$ cat config.mk
export PLATFORM = sky130hd
export DESIGN_NAME = mandelbrot_scan
export DESIGN_NICKNAME = d
export VERILOG_FILES = /design/src/rtl/mandelbrot_scan.sv
export SDC_FILE = /design/constraint.sdc
export NUM_CORES = 1
export LEC_CHECK = 0
export BUFFER_PORTS_ARGS = -buffer_cell sky130_fd_sc_hd__buf_2
export CAP_MARGIN = 20
export CORE_MARGIN = 2
export CORE_UTILIZATION = 40
export DETAILED_ROUTE_END_ITERATION = 7
export GPL_ROUTABILITY_DRIVEN = 0
export PLACE_DENSITY_LB_ADDON = 0.12
export SYNTH_ARGS = -nofsm -noshare
export SYNTH_HDL_FRONTEND = slang
export SYNTH_SLANG_ARGS = --single-unit
$ cat constraint.sdc
create_clock -name raw_clk -period 2.2 [get_ports raw_clk]
set_input_delay 0.33 -clock raw_clk [delete_from_list [all_inputs] [get_ports raw_clk]]
set_output_delay 0.33 -clock raw_clk [all_outputs]
set_load 0.02 [all_outputs]
$ cat src/rtl/mandelbrot_scan.sv
`timescale 1ns/1ps
// Raster-scan sequencer: walks a WIDTH x HEIGHT grid, drives the iteration engine, streams {x,y,value}.
// Latency: engine busy time + 4 cycles per pixel with pixel_ready held high.
// Backpressure: pixel word held until pixel_ready; no new engine start until the word is accepted.
module mandelbrot_scan #(
   parameter int          WIDTH   = 64,
   parameter int          HEIGHT  = 64,
   parameter logic [15:0] R_START = 16'hf800,
   parameter logic [15:0] I_START = 16'hfc00,
   parameter logic [15:0] R_STEP  = 16'h0030,
   parameter logic [15:0] I_STEP  = 16'h0020
) (
   input  logic        raw_clk,
   input  logic        reset_n,
   input  logic        go,
   output logic        running,
   output logic        mb_start,
   output logic [15:0] mb_curr_r,
   output logic [15:0] mb_curr_i,
   input  logic [3:0]  mb_result,
   input  logic        mb_busy,
   output logic        pixel_valid,
   input  logic        pixel_ready,
   output logic [9:0]  pixel_x,
   output logic [9:0]  pixel_y,
   output logic [3:0]  pixel_value,
   output logic        frame_done
);

   typedef enum logic [2:0] {
      IDLE,
      DRAIN,
      ISSUE,
      WAIT_BUSY,
      WAIT_DONE,
      OUTPUT,
      NEXT
   } state_t;

   localparam logic [9:0] X_LAST = 10'(WIDTH - 1);
   localparam logic [9:0] Y_LAST = 10'(HEIGHT - 1);

   state_t     state;
   state_t     state_nxt;
   logic [9:0] x;
   logic [9:0] y;
   logic       load;
   logic       accept;
   logic       capture;
   logic       step_col;
   logic       step_row;
   logic       finish;

   always_ff @(posedge raw_clk or negedge reset_n) begin
      if (!reset_n) begin
         state <= IDLE;
      end else begin
         state <= state_nxt;
      end
   end

   always_comb begin
      state_nxt   = state;
      mb_start    = 1'b0;
      pixel_valid = 1'b0;
      load        = 1'b0;
      accept      = 1'b0;
      capture     = 1'b0;
      step_col    = 1'b0;
      step_row    = 1'b0;
      finish      = 1'b0;
      case (state)
         IDLE: begin
            load = 1'b1;
            if (go) begin
               accept    = 1'b1;
               state_nxt = DRAIN;
            end
         end
         // The engine keeps no reset, so a job left over from before our reset must finish first.
         DRAIN: begin
            if (!mb_busy) state_nxt = ISSUE;
         end
         ISSUE: begin
            mb_start  = 1'b1;
            state_nxt = WAIT_BUSY;
         end
         // Only a rising busy proves the engine took the start; a low busy here is stale.
         WAIT_BUSY: begin
            if (mb_busy) state_nxt = WAIT_DONE;
         end
         WAIT_DONE: begin
            if (!mb_busy) begin
               capture   = 1'b1;
               state_nxt = OUTPUT;
            end
         end
         OUTPUT: begin
            pixel_valid = 1'b1;
            if (pixel_ready) state_nxt = NEXT;
         end
         NEXT: begin
            if (x < X_LAST) begin
               step_col  = 1'b1;
               state_nxt = ISSUE;
            end else if (y < Y_LAST) begin
               step_row  = 1'b1;
               state_nxt = ISSUE;
            end else begin
               finish    = 1'b1;
               state_nxt = IDLE;
            end
         end
         default: state_nxt = IDLE;
      endcase
   end

   // Coordinates only move in IDLE/NEXT, so they stay fixed while the engine iterates on them.
   always_ff @(posedge raw_clk or negedge reset_n) begin
      if (!reset_n) begin
         x           <= '0;
         y           <= '0;
         mb_curr_r   <= R_START;
         mb_curr_i   <= I_START;
         pixel_x     <= '0;
         pixel_y     <= '0;
         pixel_value <= '0;
         running     <= 1'b0;
         frame_done  <= 1'b0;
      end else begin
         frame_done <= finish;
         if (accept) begin
            running <= 1'b1;
         end else if (finish) begin
            running <= 1'b0;
         end
         if (load) begin
            x         <= '0;
            y         <= '0;
            mb_curr_r <= R_START;
            mb_curr_i <= I_START;
         end
         if (capture) begin
            pixel_x     <= x;
            pixel_y     <= y;
            pixel_value <= mb_result;
         end
         if (step_col) begin
            x         <= x + 10'd1;
            mb_curr_r <= mb_curr_r + R_STEP;
         end
         if (step_row) begin
            x         <= '0;
            mb_curr_r <= R_START;
            y         <= y + 10'd1;
            mb_curr_i <= mb_curr_i + I_STEP;
         end
      end
   end

endmodule
## Yosys cells after proc, flatten, opt, wreduce, memory -nomap -nowiden

Index checks and enable logic that the tools add are counted.
Widths: inputs -> output; s select.

- Flip-flop bits (word level): 81
- Bits in latches: 0
- Memory bits (writable): 0
- ROM bits: 0
- Input port bits: 9
- Output and inout bits: 60
- Word-level logic and storage cells: 66
- Memories: 0

- Add/subtract/negate cells: 4
- $mul: 0
- Divide/modulo/power cells: 0
- Order comparisons: 2
- Equal/unequal tests: 11
- Shifts and indexed selects: 0
- Multiplexer cells: 34
- Bitwise gates (word level): 0
- Reductions and logical operators: 5

Operators by type and width:

| operator | count |
|---|---|
| $mux 16 | 5 |
| $mux 10 | 4 |
| $add 16x6->16 const B | 2 |
| $pmux 3 s7 | 1 |
| $add 10x1->10 const B | 2 |
| $lt 10x6->1 const B | 2 |
| $mux 1 | 17 |
| $mux 3 | 5 |
| $ne 2x2->1 const B | 5 |
| $eq 3x3->1 const B | 3 |
| $eq 3x2->1 const B | 2 |
| $reduce_and 5->1 | 1 |
| $mux 2 | 2 |
| $reduce_bool 2->1 | 2 |
| $eq 3x1->1 const B | 1 |
| $logic_not 3->1 | 1 |
| $reduce_bool 3->1 | 1 |

## Depth between registers and ports, before layout

- Depth in word-level cells: 6
- Gate-level depth with buffers: 7

## Worst setup path after synthesis

No wires, ideal clock.

- Path kind: flip-flop to flip-flop
- Start: register x[0]
- End: register mb_curr_i[11]
- Setup time: 0.075 ns
- Arrival: 1.630 ns
- Data required time: 2.125 ns
- Slack: 0.495 ns
- Cell stages (with the launch flop): 7
- Buffers on the path: 1
- Cell sequence: dfrtp_1 ha_1 nand3_2 o21a_2 buf_6 nor4_1 mux2i_1

- Word-level cells in the longest chain between the ends: 4
- Elaborated cells between the ends (all ways): 5
- Those cells by class: order compare (1); mux (3); reduce/logical (1)

RTL lines:

| element | line | source |
|---|---|---|
| start, declared | 45 | `logic [9:0] x;` |
| start signal, assigned | 149 | `x <= x + 10'd1;` |
| $lt 10x6->1 * | 103 | `if (x < X_LAST) begin` |
| $mux 1 * | 103 |  |
| $mux 1 * | 72 | `case (state)` |
| $mux 16 or $reduce_bool 2->1 (tied branches) | -- |  |
| end signal, assigned | 156 | `mb_curr_i <= mb_curr_i + I_STEP;` |
| end, declared | 19 | `output logic [15:0] mb_curr_i,` |

Every way passes the cells marked *; elsewhere a longest branch is shown, timed or not.
A chain may end at the register's enable or synchronous reset.

## Worst setup path in the final report

- Start: register state[2]
- End: register mb_curr_r[6]

- Word-level cells in the longest chain between the ends: 4
- Elaborated cells between the ends (all ways): 8
- Those cells by class: eq/ne (1); mux (5); reduce/logical (2)

RTL lines:

| element | line | source |
|---|---|---|
| start, declared | 43 | `state_t state;` |
| start signal, assigned | 58 | `state <= state_nxt;` |
| $eq 3x3->1 | 72 |  |
| $mux 1 | 72 |  |
| $mux 16 | 148 | `if (step_col) begin` |
| $mux 16 | 152 | `if (step_row) begin` |
| end signal, assigned | 150 | `mb_curr_r <= mb_curr_r + R_STEP;` |
| end, declared | 18 | `output logic [15:0] mb_curr_r,` |

Several ways; a longest one is shown, not always the timed one.

==> impl_metrics.py <==
metrics = {
    "outcome": {
        "status": "completed",
    },
    "sta": {
        "setup_viol": 0,
        "fin_skew_ns": 0.00666,
        "tightest_slew_ns": 0.514,
        "clock.fmax_mhz": 498,
        "post-route-period-util": 0.912,
        "maxSlewViolCount": 0,
        "tns_ns": 0,
        "hold_viol": 0,
        "fin_crit_ns": 2.01,
        "rsz0062_at_grt": "false",
        "whs_ns": 0.00629,
        "slew_headroom": 0.655,
    },
    "critical_path": {
        "worstPathRequired_ns": 2.43,
        "worstPathMaxFanout": 11,
        "worstSetupEndpointType": "flip-flop",
        "crit_path_start": "state[2]$_DFFE_PN0P_",
        "worstSetupPathType": "flip-flop to flip-flop",
        "arrival_ns": 2.24,
        "rrSetupSlack_ns": 0.19,
        "crit-reg2reg-launch": "state[2]$_DFFE_PN0P_",
        "start_kind": "flip-flop",
    },
    "grt": {
        "grt_max_degree": 73,
        "grt_overflow": 0,
        "antenna_found_initial": 0,
        "grt_pass1_wl_um": 11900,
        "grt_use_total": 0.156,
        "grt_pass1_vias": 2356,
    },
    "logic_synthesis": {
        "yosys_most_used_dff": "dfrtp_1",
        "synth_cells": 299,
        "synthTopCellsByArea": "dfrtp_1 43%, dfstp_2 8.2%, mux2_2 8.0%",
        "seq_area_frac_synth": 0.517,
        "synth_top_cell_by_area": "dfrtp_1",
        "synth_edf_count": 0,
        "yosys.cell_types.count": 60,
        "syn_area_per_cell_um2": 11.7,
        "yosysWarnings": 0,
        "synth.top_cell.area_share": 0.435,
        "netlist_area_um2": 3510,
        "synth.most_common_cell": "dfrtp_1",
        "synthArstFlopShare": 1.00,
        "synth-seq-cells": 72,
        "synth_commonest_cells": "61 x dfrtp_1, 25 x mux2_2, 17 x nand2_1",
    },
    "clock_network": {
        "ctsHoldBuffers": 0,
        "root_buffer": "clkbuf_8",
        "clk_pin_slew_ns": 0.08,
        "clock_path_buffers": 2,
        "cts_sinks": 72,
        "cts_setup_buffers": 0,
        "htreeDepth": 3,
        "numCtsBuffers": 9,
        "clkLatencyLatePin_ns": 0.34,
        "cts_tree": "yes",
    },
    "pwr": {
        "p_leak_nw": 2.06,
        "ir_worst_vdd_mv": 0.456,
        "powerDensity_nw_per_um2": 909,
    },
    "placed_design": {
        "port_buffers": 59,
        "dp_hpwl_um": 4910,
    },
    "finish": {
        "n_fill_cell": 799,
        "nets": 375,
        "synthToLayoutAreaGrowth_pct": 17.5,
        "register_area_um2": 1820,
        "diodes": 0,
        "drive_gt1_frac": 0.363,
        "fin_util": 0.480,
        "multi_input_area_um2": 1550,
    },
    "route": {
        "firstDrtPassIters": 6,
        "wl_per_cell_um": 15.2,
        "vias": 2469,
        "drc_errors": 0,
        "drtIter0Drc": 77,
        "routed_wl_um": 7210,
        "postRouteAntennaNets": 0,
        "viasPerCell": 5.21,
    },
    "worst_hold_path": {
        "hold_path.class": "input pin to async pin",
    },
    "floorplanning": {
        "ios": 69,
        "coreArea_um2": 8590,
        "rows": 34,
        "die_x_um": 97.7,
        "dieArea_um2": 9540,
        "start_util": 0.408,
        "die_h_um": 97.7,
    },
    "run": {
        "cap_viol_max_count": 0,
    },
}
==> what timing repair did <==
action / 4_1_cts / 5_1_grt
setup endpoints to repair: 0 / 7
resized for setup: 0 / 2
endpoints found under the hold margin: 0 / 0
==> worst paths after layout <==
path	end	depth (start not counted)
min reg2reg	pixel_x[5]$_DFFE_PN0P_	1
min in group raw_clk	pixel_value[3]$_DFFE_PN0P_	2
max reg2reg	mb_curr_r[6]$_DFFE_PN0P_	4
max	mb_curr_r[6]$_DFFE_PN0P_	4
min	mb_curr_r[9]$_DFFE_PN0P_	2
max in group asynchronous	mb_curr_i[15]$_DFFE_PN1P_	2
==> power breakdown <==
| group | internal [mW] | switching (mW) | total, mW |
|---|---|---|---|
| logic | 0.356 | 0.583 | 0.939 |
| clock network | 0.745 | 0.495 | 1.24 |
| registers | 1.45 | 0.123 | 1.57 |
| total | 2.55 | 1.20 | 3.75 |
==> metal layers <==
metal,track usage,share of wire
met1,0.217,0.49
met2,0.229,0.45
met3,0.0496,0.047
met4,0.0556,0.011
met5,0,0
==> cells by family after synthesis <==
logic type      count (synthesis)  share of synthesized area
compound gates                 60                      0.125
buf+inv                        30                     0.0542
other cells                     1                    0.00107
flops                          72                      0.517
simple gates                   94                      0.170
mux                            38                      0.117
fa+ha+maj                       4                     0.0143
==> sequential cells by signal, indices dropped and copies added (netlist names) <==
| signal | flops |
|---|---|
| mb_curr_r | 12 |
| mb_curr_i | 11 |
| pixel_x | 10 |
| pixel_y | 10 |
| x | 10 |
| y | 10 |
| pixel_value | 4 |
| state | 3 |
| frame_done | 1 |
| running | 1 |
==> cell type report <==
| class | instances | share of cell area |
|---|---|---|
| Inverter | 8 | 0.00728 |
| Timing Repair Buffer | 66 | 0.0874 |
| Clock inverter | 6 | 0.0264 |
| Clock buffer | 9 | 0.0300 |
| Multi-Input combinational cell | 205 | 0.376 |
| Sequential cell | 72 | 0.440 |
| Tap cell | 108 | 0.0328 |
==> worst max-delay path, cell delays in order (launching register included) <==
cell and delay [ns]:
dfrtp_1 0.53, and3b_1 0.43, o211a_1 0.43, a211oi_2 0.13, a221o_1 0.37
==> cell usage in the layout, fill, tap and decap left out, types with 4 or more instances in the layout <==
cell and instances:
dfstp_2 11, inv_1 8, and3_1 6, nand3_1 10, and2_1 10, clkbuf_8 9, nand2_1 17, a31oi_1 5
o21ai_0 14, buf_4 6, mux2i_1 13, nor4b_1 5, ha_1 4, nor2_1 11, a21oi_1 9, dfrtp_1 61
and4_1 5, conb_1 9, or3_1 6, buf_2 59, mux2_2 25
==> through the flow <==
stage / setup WS, ns / cells / total power, mW / cell area (µm²)
2_1_floorplan: 0.495 / 307 / 2.25 / 3540
3_3_place_gp: 0.250 / 459 / 2.52 / 3870
3_5_place_dp: 0.0873 / 459 / 2.54 / 3870
4_1_cts: 0.0639 / 474 / 3.79 / 4110
5_1_grt: 0.0316 / 474 / 3.97 / 4120
6_report: 0.193 / 474 / 3.75 / 4120
No activity file was read; power rests on OpenSTA's default activity.
